<file path="config.mk">
export PLATFORM = sky130hd
export DESIGN_NAME = spike_rate_decoder
export DESIGN_NICKNAME = d
export VERILOG_FILES = /design/src/rtl/spike_rate_decoder_pkg.sv /design/src/rtl/spike_rate_decoder_counter_sat.sv /design/src/rtl/spike_rate_decoder.sv
export SDC_FILE = /design/constraint.sdc
export NUM_CORES = 1
export LEC_CHECK = 0
export BUFFER_PORTS_ARGS = -buffer_cell sky130_fd_sc_hd__buf_2
export CORE_ASPECT_RATIO = 0.6
export CORE_MARGIN = 5
export CORE_UTILIZATION = 37
export DETAILED_ROUTE_END_ITERATION = 10
export PLACE_DENSITY = 0.49
export SYNTH_ARGS = -nofsm -noshare
export SYNTH_HDL_FRONTEND = slang
export SYNTH_HIERARCHICAL = 1
export SYNTH_SLANG_ARGS = --single-unit
</file>
<file path="constraint.sdc">
create_clock -name clk -period 5.8 [get_ports clk]
set_input_delay 0 -clock clk [delete_from_list [all_inputs] [get_ports clk]]
set_output_delay 0 -clock clk [all_outputs]
set_load 0.02 [all_outputs]
</file>
<file path="src/rtl/spike_rate_decoder_pkg.sv">
// Shared types and helpers for the spike rate decoder (package spike_decoder_pkg).
// Holds the decoder FSM state encoding, the saturating-increment helper and
// the default count width shared with the spiking network.
package spike_decoder_pkg;

  // Default per-neuron spike count width, shared with the network datapath.
  localparam int SPIKE_CNT_W_DEFAULT = 8;

  typedef enum logic [1:0] {
    IDLE   = 2'd0,
    ACCUM  = 2'd1,
    ARGMAX = 2'd2,
    DONE   = 2'd3
  } srd_state_e;

  // Returns count+1, but sticks at the all-ones value of a 'width'-bit field.
  function automatic logic [31:0] sat_inc(input logic [31:0] count, input int width);
    logic [31:0] max_val;
    max_val = (width >= 32) ? 32'hFFFF_FFFF : ((32'd1 << width) - 32'd1);
    return (count >= max_val) ? max_val : (count + 32'd1);
  endfunction

endpackage

</file>
<file path="src/rtl/spike_rate_decoder_counter_sat.sv">
// Per-channel saturating spike counter (module spike_counter_sat).
// Synchronous clear has priority over increment; the value holds otherwise.
module spike_counter_sat
  import spike_decoder_pkg::*;
#(
  parameter int CNT_W = SPIKE_CNT_W_DEFAULT
) (
  input  logic             clk,
  input  logic             reset,
  input  logic             i_clr,
  input  logic             i_inc,
  output logic [CNT_W-1:0] o_count
);

  logic [CNT_W-1:0] r_count;
  logic [CNT_W-1:0] w_next;

  // Next value with saturation at all-ones.
  always_comb begin
    w_next = CNT_W'(sat_inc(32'(r_count), CNT_W));
  end

  // Count register: cleared on a new window, bumped on each sampled spike.
  // NOTE: counters are reset explicitly so a reset mid-window can never leak old spikes into the next result.
  always_ff @(posedge clk or posedge reset) begin
    if (reset) begin
      r_count <= '0;
    end else if (i_clr) begin
      r_count <= '0;
    end else if (i_inc) begin
      r_count <= w_next;
    end
  end

  assign o_count = r_count;

endmodule

</file>
<file path="src/rtl/spike_rate_decoder.sv">
// Spike rate decoder: counts spikes per output channel over a fixed window,
// then scans the counts sequentially for the argmax (lowest index wins ties)
// and presents the class index/count on a valid/ready result interface.
// Optional feature macro: SPIKE_RATE_DECODER_COUNTS_EN exposes raw counts on o_counts.
module spike_rate_decoder
  import spike_decoder_pkg::*;
#(
  parameter int M      = 3,
  parameter int WINDOW = 64,
  parameter int CNT_W  = SPIKE_CNT_W_DEFAULT
) (
  input  logic                           clk,
  input  logic                           reset,
  input  logic                           i_start,
  input  logic [M-1:0]                   i_spike_in,
  input  logic                           i_out_ready,
  output logic                           o_busy,
  output logic                           o_result_valid,
  output logic [((M>1)?$clog2(M):1)-1:0] o_winner,
  output logic [CNT_W-1:0]               o_winner_count,
`ifdef SPIKE_RATE_DECODER_COUNTS_EN
  output logic [M*CNT_W-1:0]             o_counts,
`endif
  output logic                           o_tie
);

  localparam int IDX_W = (M > 1) ? $clog2(M) : 1;
  localparam int WIN_W = $clog2(WINDOW + 1);

  srd_state_e       r_state;
  srd_state_e       w_next_state;
  logic [WIN_W-1:0] r_win_cnt;
  logic [IDX_W-1:0] r_scan_idx;
  logic [IDX_W-1:0] r_winner;
  logic [CNT_W-1:0] r_max;
  logic             r_tie;
  logic [CNT_W-1:0] w_counts [M];
  logic [CNT_W-1:0] w_scan_cnt;
  logic             w_clr;
  logic             w_accum;

  // State register.
  // NOTE: sequential state uses non-blocking assignments so every register samples pre-edge values.
  always_ff @(posedge clk or posedge reset) begin
    if (reset) begin
      r_state <= IDLE;
    end else begin
      r_state <= w_next_state;
    end
  end

  // Next-state logic: window length, scan length and result handshake.
  // NOTE: defaults are assigned first so no path through the case infers a latch.
  always_comb begin
    w_next_state = r_state;
    case (r_state)
      IDLE:    if (i_start) w_next_state = ACCUM;
      ACCUM:   if (r_win_cnt == WIN_W'(WINDOW - 1)) w_next_state = ARGMAX;
      ARGMAX:  if (r_scan_idx == IDX_W'(M - 1)) w_next_state = DONE;
      DONE:    if (i_out_ready) w_next_state = IDLE;
      default: w_next_state = IDLE;
    endcase
  end

  assign w_clr   = (r_state == IDLE) && i_start;
  assign w_accum = (r_state == ACCUM);

  for (genvar j = 0; j < M; j++) begin : g_cnt
    spike_counter_sat #(.CNT_W(CNT_W)) u_cnt (
      .clk     (clk),
      .reset   (reset),
      .i_clr   (w_clr),
      .i_inc   (w_accum && i_spike_in[j]),
      .o_count (w_counts[j])
    );
`ifdef SPIKE_RATE_DECODER_COUNTS_EN
    assign o_counts[j*CNT_W +: CNT_W] = w_counts[j];
`endif
  end

  // Select the count of the channel currently being scanned.
  always_comb begin
    w_scan_cnt = w_counts[0];
    for (int j = 1; j < M; j++) begin
      if (r_scan_idx == IDX_W'(j)) w_scan_cnt = w_counts[j];
    end
  end

  // Window sample counter: restarts on start, advances once per sampled edge.
  always_ff @(posedge clk or posedge reset) begin
    if (reset) begin
      r_win_cnt <= '0;
    end else if (w_clr) begin
      r_win_cnt <= '0;
    end else if (w_accum) begin
      r_win_cnt <= r_win_cnt + WIN_W'(1);
    end
  end

  // Argmax scan: channel 0 seeds the running max; later channels replace it
  // only when strictly greater, and an equal count flags a tie.
  always_ff @(posedge clk or posedge reset) begin
    if (reset) begin
      r_scan_idx <= '0;
      r_winner   <= '0;
      r_max      <= '0;
      r_tie      <= 1'b0;
    end else if (w_clr) begin
      r_scan_idx <= '0;
    end else if (r_state == ARGMAX) begin
      r_scan_idx <= r_scan_idx + IDX_W'(1);
      if (r_scan_idx == '0) begin
        r_max    <= w_scan_cnt;
        r_winner <= '0;
        r_tie    <= 1'b0;
      end else if (w_scan_cnt > r_max) begin
        r_max    <= w_scan_cnt;
        r_winner <= r_scan_idx;
        r_tie    <= 1'b0;
      end else if (w_scan_cnt == r_max) begin
        r_tie    <= 1'b1;
      end
    end
  end

  assign o_busy         = (r_state != IDLE);
  assign o_result_valid = (r_state == DONE);
  assign o_winner       = r_winner;
  assign o_winner_count = r_max;
  assign o_tie          = r_tie;

endmodule

</file>
Yosys cells after proc, flatten, opt, wreduce, memory -nomap -nowiden. Index checks and enable logic that the tools add are counted. W data, S select, Z words.

Register bits after elaboration: 46. Latch bits: 0. RAM bits: 0. ROM bits: 0. Word-level logic and storage cells: 74. Memories: 0.

Add/subtract/negate cells: 5. Multiply operators: 0. Divide/modulo/power cells: 0. $lt $le $gt $ge: 4. Eq/ne operators: 11. Shift-type cells: 0. Multiplexer cells: 27. Bitwise operators: 1. Reductions and logical operators: 17.

Operators with widths (count): $mux W8 (13); $add A8 B1 Y8 const B (3); $ge A8 B8 Y1 const B (3); $mux W2 (8); $mux W7 (2); $reduce_bool A2 Y1 (7); $eq A8 B8 Y1 (1); $gt A8 B8 Y1 (1); $pmux W2 S4 (1); $add A7 B1 Y7 const B (1); $eq A7 B6 Y1 const B (1); $eq A2 B2 Y1 const B (3); $ne A2 B2 Y1 const B (3); $reduce_and A3 Y1 (2); $eq A2 B1 Y1 const B (2); $logic_and A1 B1 Y1 (4); $logic_not A2 Y1 (2); $reduce_and A4 Y1 (1); $mux W1 (3); $reduce_bool A3 Y1 (1); $add A2 B1 Y2 const B (1); $ne A2 B1 Y1 const B (1); $not A1 Y1 (1).

Longest topological paths before layout.
Word-level depth: 7. Gate-level depth with buffers: 13. Depth with buffers taken out: 11.

Hierarchy. Netlist, hierarchy kept.

Modules (own cells, without submodules): spike_rate_decoder (instances 1, cells each 155, area each 1511.4 um^2, sequential area each 550.5 um^2); spike_counter_sat (instances 3, cells each 40, area each 439.2 um^2, sequential area each 200.2 um^2).

Worst setup path before layout. OpenSTA, ideal clock, no wires.

Kind: register -> register. Start point: reg r_scan_idx[0]. End point: reg r_max[1], in the netlist o_winner_count[1]. Library setup time: 0.125 ns. Data arrival time: 2.460 ns. Required time: 5.675 ns. Path slack: 3.215 ns. Stages on the path, launching flop included: 13. Path through: dfrtp_1 -> inv_1 -> ha_1 -> clkbuf_1 -> nand2_1 -> o21ai_0 -> ha_1 -> nor2b_4 -> o211ai_2 -> a21oi_1 -> o31a_1 -> buf_6 -> mux2_4.

Cells in the longest elaborated chain, start to end: 6. Elaborated cells on any way between the ends: 10.

RTL lines: start, declared (line spike_rate_decoder.sv:33) `logic [IDX_W-1:0] r_scan_idx;`; start signal, assigned (line spike_rate_decoder.sv:111) `r_scan_idx <= r_scan_idx + IDX_W'(1);`; $eq A2 B1 Y1 (line spike_rate_decoder.sv:85) `if (r_scan_idx == IDX_W'(j)) w_scan_cnt = w_counts[j];`; $mux W8 (line spike_rate_decoder.sv:85); $mux W8 * (line spike_rate_decoder.sv:85); via w_scan_cnt[1] (line spike_rate_decoder.sv:38) `logic [CNT_W-1:0] w_scan_cnt;`; $gt A8 B8 Y1 (line spike_rate_decoder.sv:116) `end else if (w_scan_cnt > r_max) begin`; $reduce_bool A2 Y1 (no source line); $reduce_and A3 Y1 (no source line); end signal, assigned (line spike_rate_decoder.sv:113) `r_max <= w_scan_cnt;`; end signal, assigned (line spike_rate_decoder.sv:117) `r_max <= w_scan_cnt;`; end, declared (line spike_rate_decoder.sv:35) `logic [CNT_W-1:0] r_max;`.

Mark *: on every way through the listed nets, which the timed path passes. The rest lies on a longest branch. The select of a mux whose other input is x is not followed. A chain may end at the register's enable or synchronous reset.

Final worst setup path.
Start point: reg r_scan_idx[1]. End point: reg r_max[7], in the netlist o_winner_count[7].

Cells in the longest elaborated chain, start to end: 6. Elaborated cells on any way between the ends: 10.

RTL lines (line): $eq A2 B1 Y1 (spike_rate_decoder.sv:85); $mux W8 (spike_rate_decoder.sv:85); $mux W8 * (spike_rate_decoder.sv:85); via w_scan_cnt[6] (spike_rate_decoder.sv:38); $gt A8 B8 Y1 * (spike_rate_decoder.sv:116); $reduce_bool A2 Y1 (no source line) *; $reduce_and A3 Y1 (no source line) *.

Marks and branches as above.

==> run metrics <==
first-pass GRT wire length=11.0 mm; Period Utilization, post-route=0.546; R2R cell count=10; synthesized area per cell=10.3 um^2; total global routing overflow=0; critical path's top delay family=compound AO/OA/AOI/OAI gates; r2r endpoint=o_winner_count[7]; DR pass1 iterations=4; critical path launch point type=flop; DIE AREA=0.00955 mm^2; register area share after synthesis=0.407; Tot Pwr=0.00118 W; worst-margin pin slew=0.894 ns; WP buf/inv=1; ys flop type=dfrtp_1; drt drc=0; Hold Startpoint=i_spike_in[2]; Crit Path Class=reg -> reg; Crit-path slowest cell=o31a_1; Min-Delay Endpoint=g_cnt[2].u_cnt/o_count[1]; outcome=completed; cell row count=24; dpl hpwl=4.81 mm; Peak Freq=316 MHz; CTS Buf Count=5; antenna cell count=0; Post-Route WL=6.35 mm; vias in the first global route=2070; GP Congestion=0.838; Iteration-0 DRC Markers=164; CTS root buffer=clkbuf_16; Hold Fails Final Rpt=0; clock sink count=46; post-route clock skew=0.00716 ns; Max VDD drop=0.000155 V; RSZ-0062 raised after global routing=no; port bufs=19; Layout fillers=723; worst path cell trace=inv_1 -> ha_1 -> mux2i_1 -> o21ai_0 -> ha_1 -> nand4_1 -> nor2_2 -> a21oi_1 -> o31a_1 -> mux2_4; ANT nets after route=0; layout cells sized above 1=0.189; clock latency on the worst-skew pair=0.29 ns; Die Span Y=77.7 um; Synthesis Warnings=6; pwr dens=373 mW/mm^2; Cells after Synth=275; minimum clock period=3.17 ns; CP max stage delay=0.56 ns; global-route usage over all layers=0.148; internal reg-to-reg setup slack=2.63 ns; Cell variety after synth=40; Area Growth Syn to Fin=12.3%; Mapped Area=0.00283 mm^2; Die Width=123 um; Slew Limit Fails=0; largest net degree at the start of global routing=36; starting density of the core=0.385; worst flop-to-flop path startpoint=r_scan_idx[1]; htree depth=2; syn_nets=302; Max Cap Viol=0; Post-synth EDFFs=0; antenna violations before repair=0; wire per inst=15.9 um; Worst Setup End Kind=flop; worst path arrival time=3.34 ns; worst hold path stage count=3; commonest non-fill, non-tap cells in the layout=dfrtp_1, inv_1, ha_1; critical path fanouts, max=10; HP Class=in -> reg; Worst EP required=5.97 ns; nets@finish=322; Vias=2097; CORE AREA=0.00736 mm^2; Reg clk slew, reported paths=0.06 ns; most common cell after layout, fill and taps aside=dfrtp_1; Setup-failing EPs final=0; most used cell, CP=ha_1; CTS tree=built; Ports=20; asr flop ratio synth=1.00; leakage power=1.38 nW; number of vias per cell=5.24; CTS Buffer Depth=2; Worst slew margin=0.403; Yosys reg bits=46; crit path from=r_scan_idx[1]; Post-CTS Resized=0; final setup TNS=0 ns
[metal layers]
| metal | routed length (um) | share of wire | global-route usage | up-vias |
|---|---|---|---|---|
| met4 | 57 | 0.0090 | 0.0335 | 0 |
| met1 | 3780 | 0.60 | 0.249 | 1010 |
| met2 | 2280 | 0.36 | 0.177 | 20 |
| li1 | - | - | - | 1060 |
| met5 | 0 | 0 | 0 | - |
| met3 | 231 | 0.036 | 0.0422 | 7 |
[Yosys cell counts (6+ instances only)]
cell	instances	area, um^2
a211oi_2	9	113
o21ai_0	10	50.1
inv_1	20	75.1
and4_1	6	52.6
ha_1	20	250
nor2_1	16	60.1
and3_1	6	37.5
and4_4	6	67.6
nand2_1	18	67.6
a31oi_1	12	75.1
nand3_1	8	40.0
o21bai_1	6	45.0
mux2i_1	11	110
dfrtp_1	46	1150
mux2_4	7	105
a21oi_1	19	95.1
[how the worst max path moves through the flow]
stage                     slack [ns]  cells after the start                end
after global placement          2.69                     11  o_winner_count[1]
after detailed placement        2.64                     11  o_winner_count[7]
after global routing            2.29                     10  o_winner_count[3]
final                           2.63                     10  o_winner_count[7]
after floorplan                 3.22                     12  o_winner_count[1]
after CTS                       2.60                     11  o_winner_count[7]
[cell families (layout without fill, tap and decap cells)]
family	Yosys count	count (layout)	share of synthesized area
AOI/OAI and AO/OA	73	73	0.186
xor gates and xnor gates	5	5	0.0155
adders and majority gates	20	20	0.0885
buffers and inverters	28	49	0.0487
DFF	46	46	0.407
muxes	19	19	0.0801
and+or+nand+nor	84	84	0.174
[where the power goes]
group	switching (W)	internal, W	total (W)	leakage (nW)
registers	0.000132	0.000392	0.000524	0.549
clock network	0.000123	0.000204	0.000327	0.0771
logic	0.000179	0.000154	0.000333	0.753
[registers in the layout (all words and copies together) (netlist names)]
signal	flops
r_win_cnt	7
o_winner_count	8
o_winner	2
r_state	2
o_tie	1
r_scan_idx	2
g_cnt.u_cnt/o_count	24
[through the flow]
step	utilization	hold slack (ns)	area, um^2	cells	setup WS [ns]
after floorplan	-	-0.184	2830	275	3.22
after global placement	0.408	0.0127	3000	391	2.69
after detailed placement	0.408	0.00595	3000	391	2.64
after CTS	0.432	0.169	3180	400	2.60
after global routing	0.432	0.209	3180	400	2.29
final	0.432	0.163	3180	400	2.63
[tightest hold or removal path, stage by stage]
cell and delay (ns):
buf_2 0.07, and2_1 0.24, a211oi_1 0.10
[final cells by class]
| type | instances | area, um^2 | share of cell area |
|---|---|---|---|
| timing repair buffer | 21 | 113 | 0.0355 |
| clock inverter | 2 | 37.5 | 0.0118 |
| sequential | 46 | 1150 | 0.362 |
| multi-input combinational | 201 | 1540 | 0.485 |
| inverter | 20 | 75.1 | 0.0236 |
| tap | 104 | 130 | 0.0410 |
| clock buffer | 6 | 129 | 0.0406 |
[what timing repair did]
item / CTS / global route
hold endpoints to repair: 46 / 0
hold buffers: 1 / 0
setup buffers: 0 / 0
setup endpoints to repair: 0 / 0
Note: power is estimated with default switching activity, not from simulation.
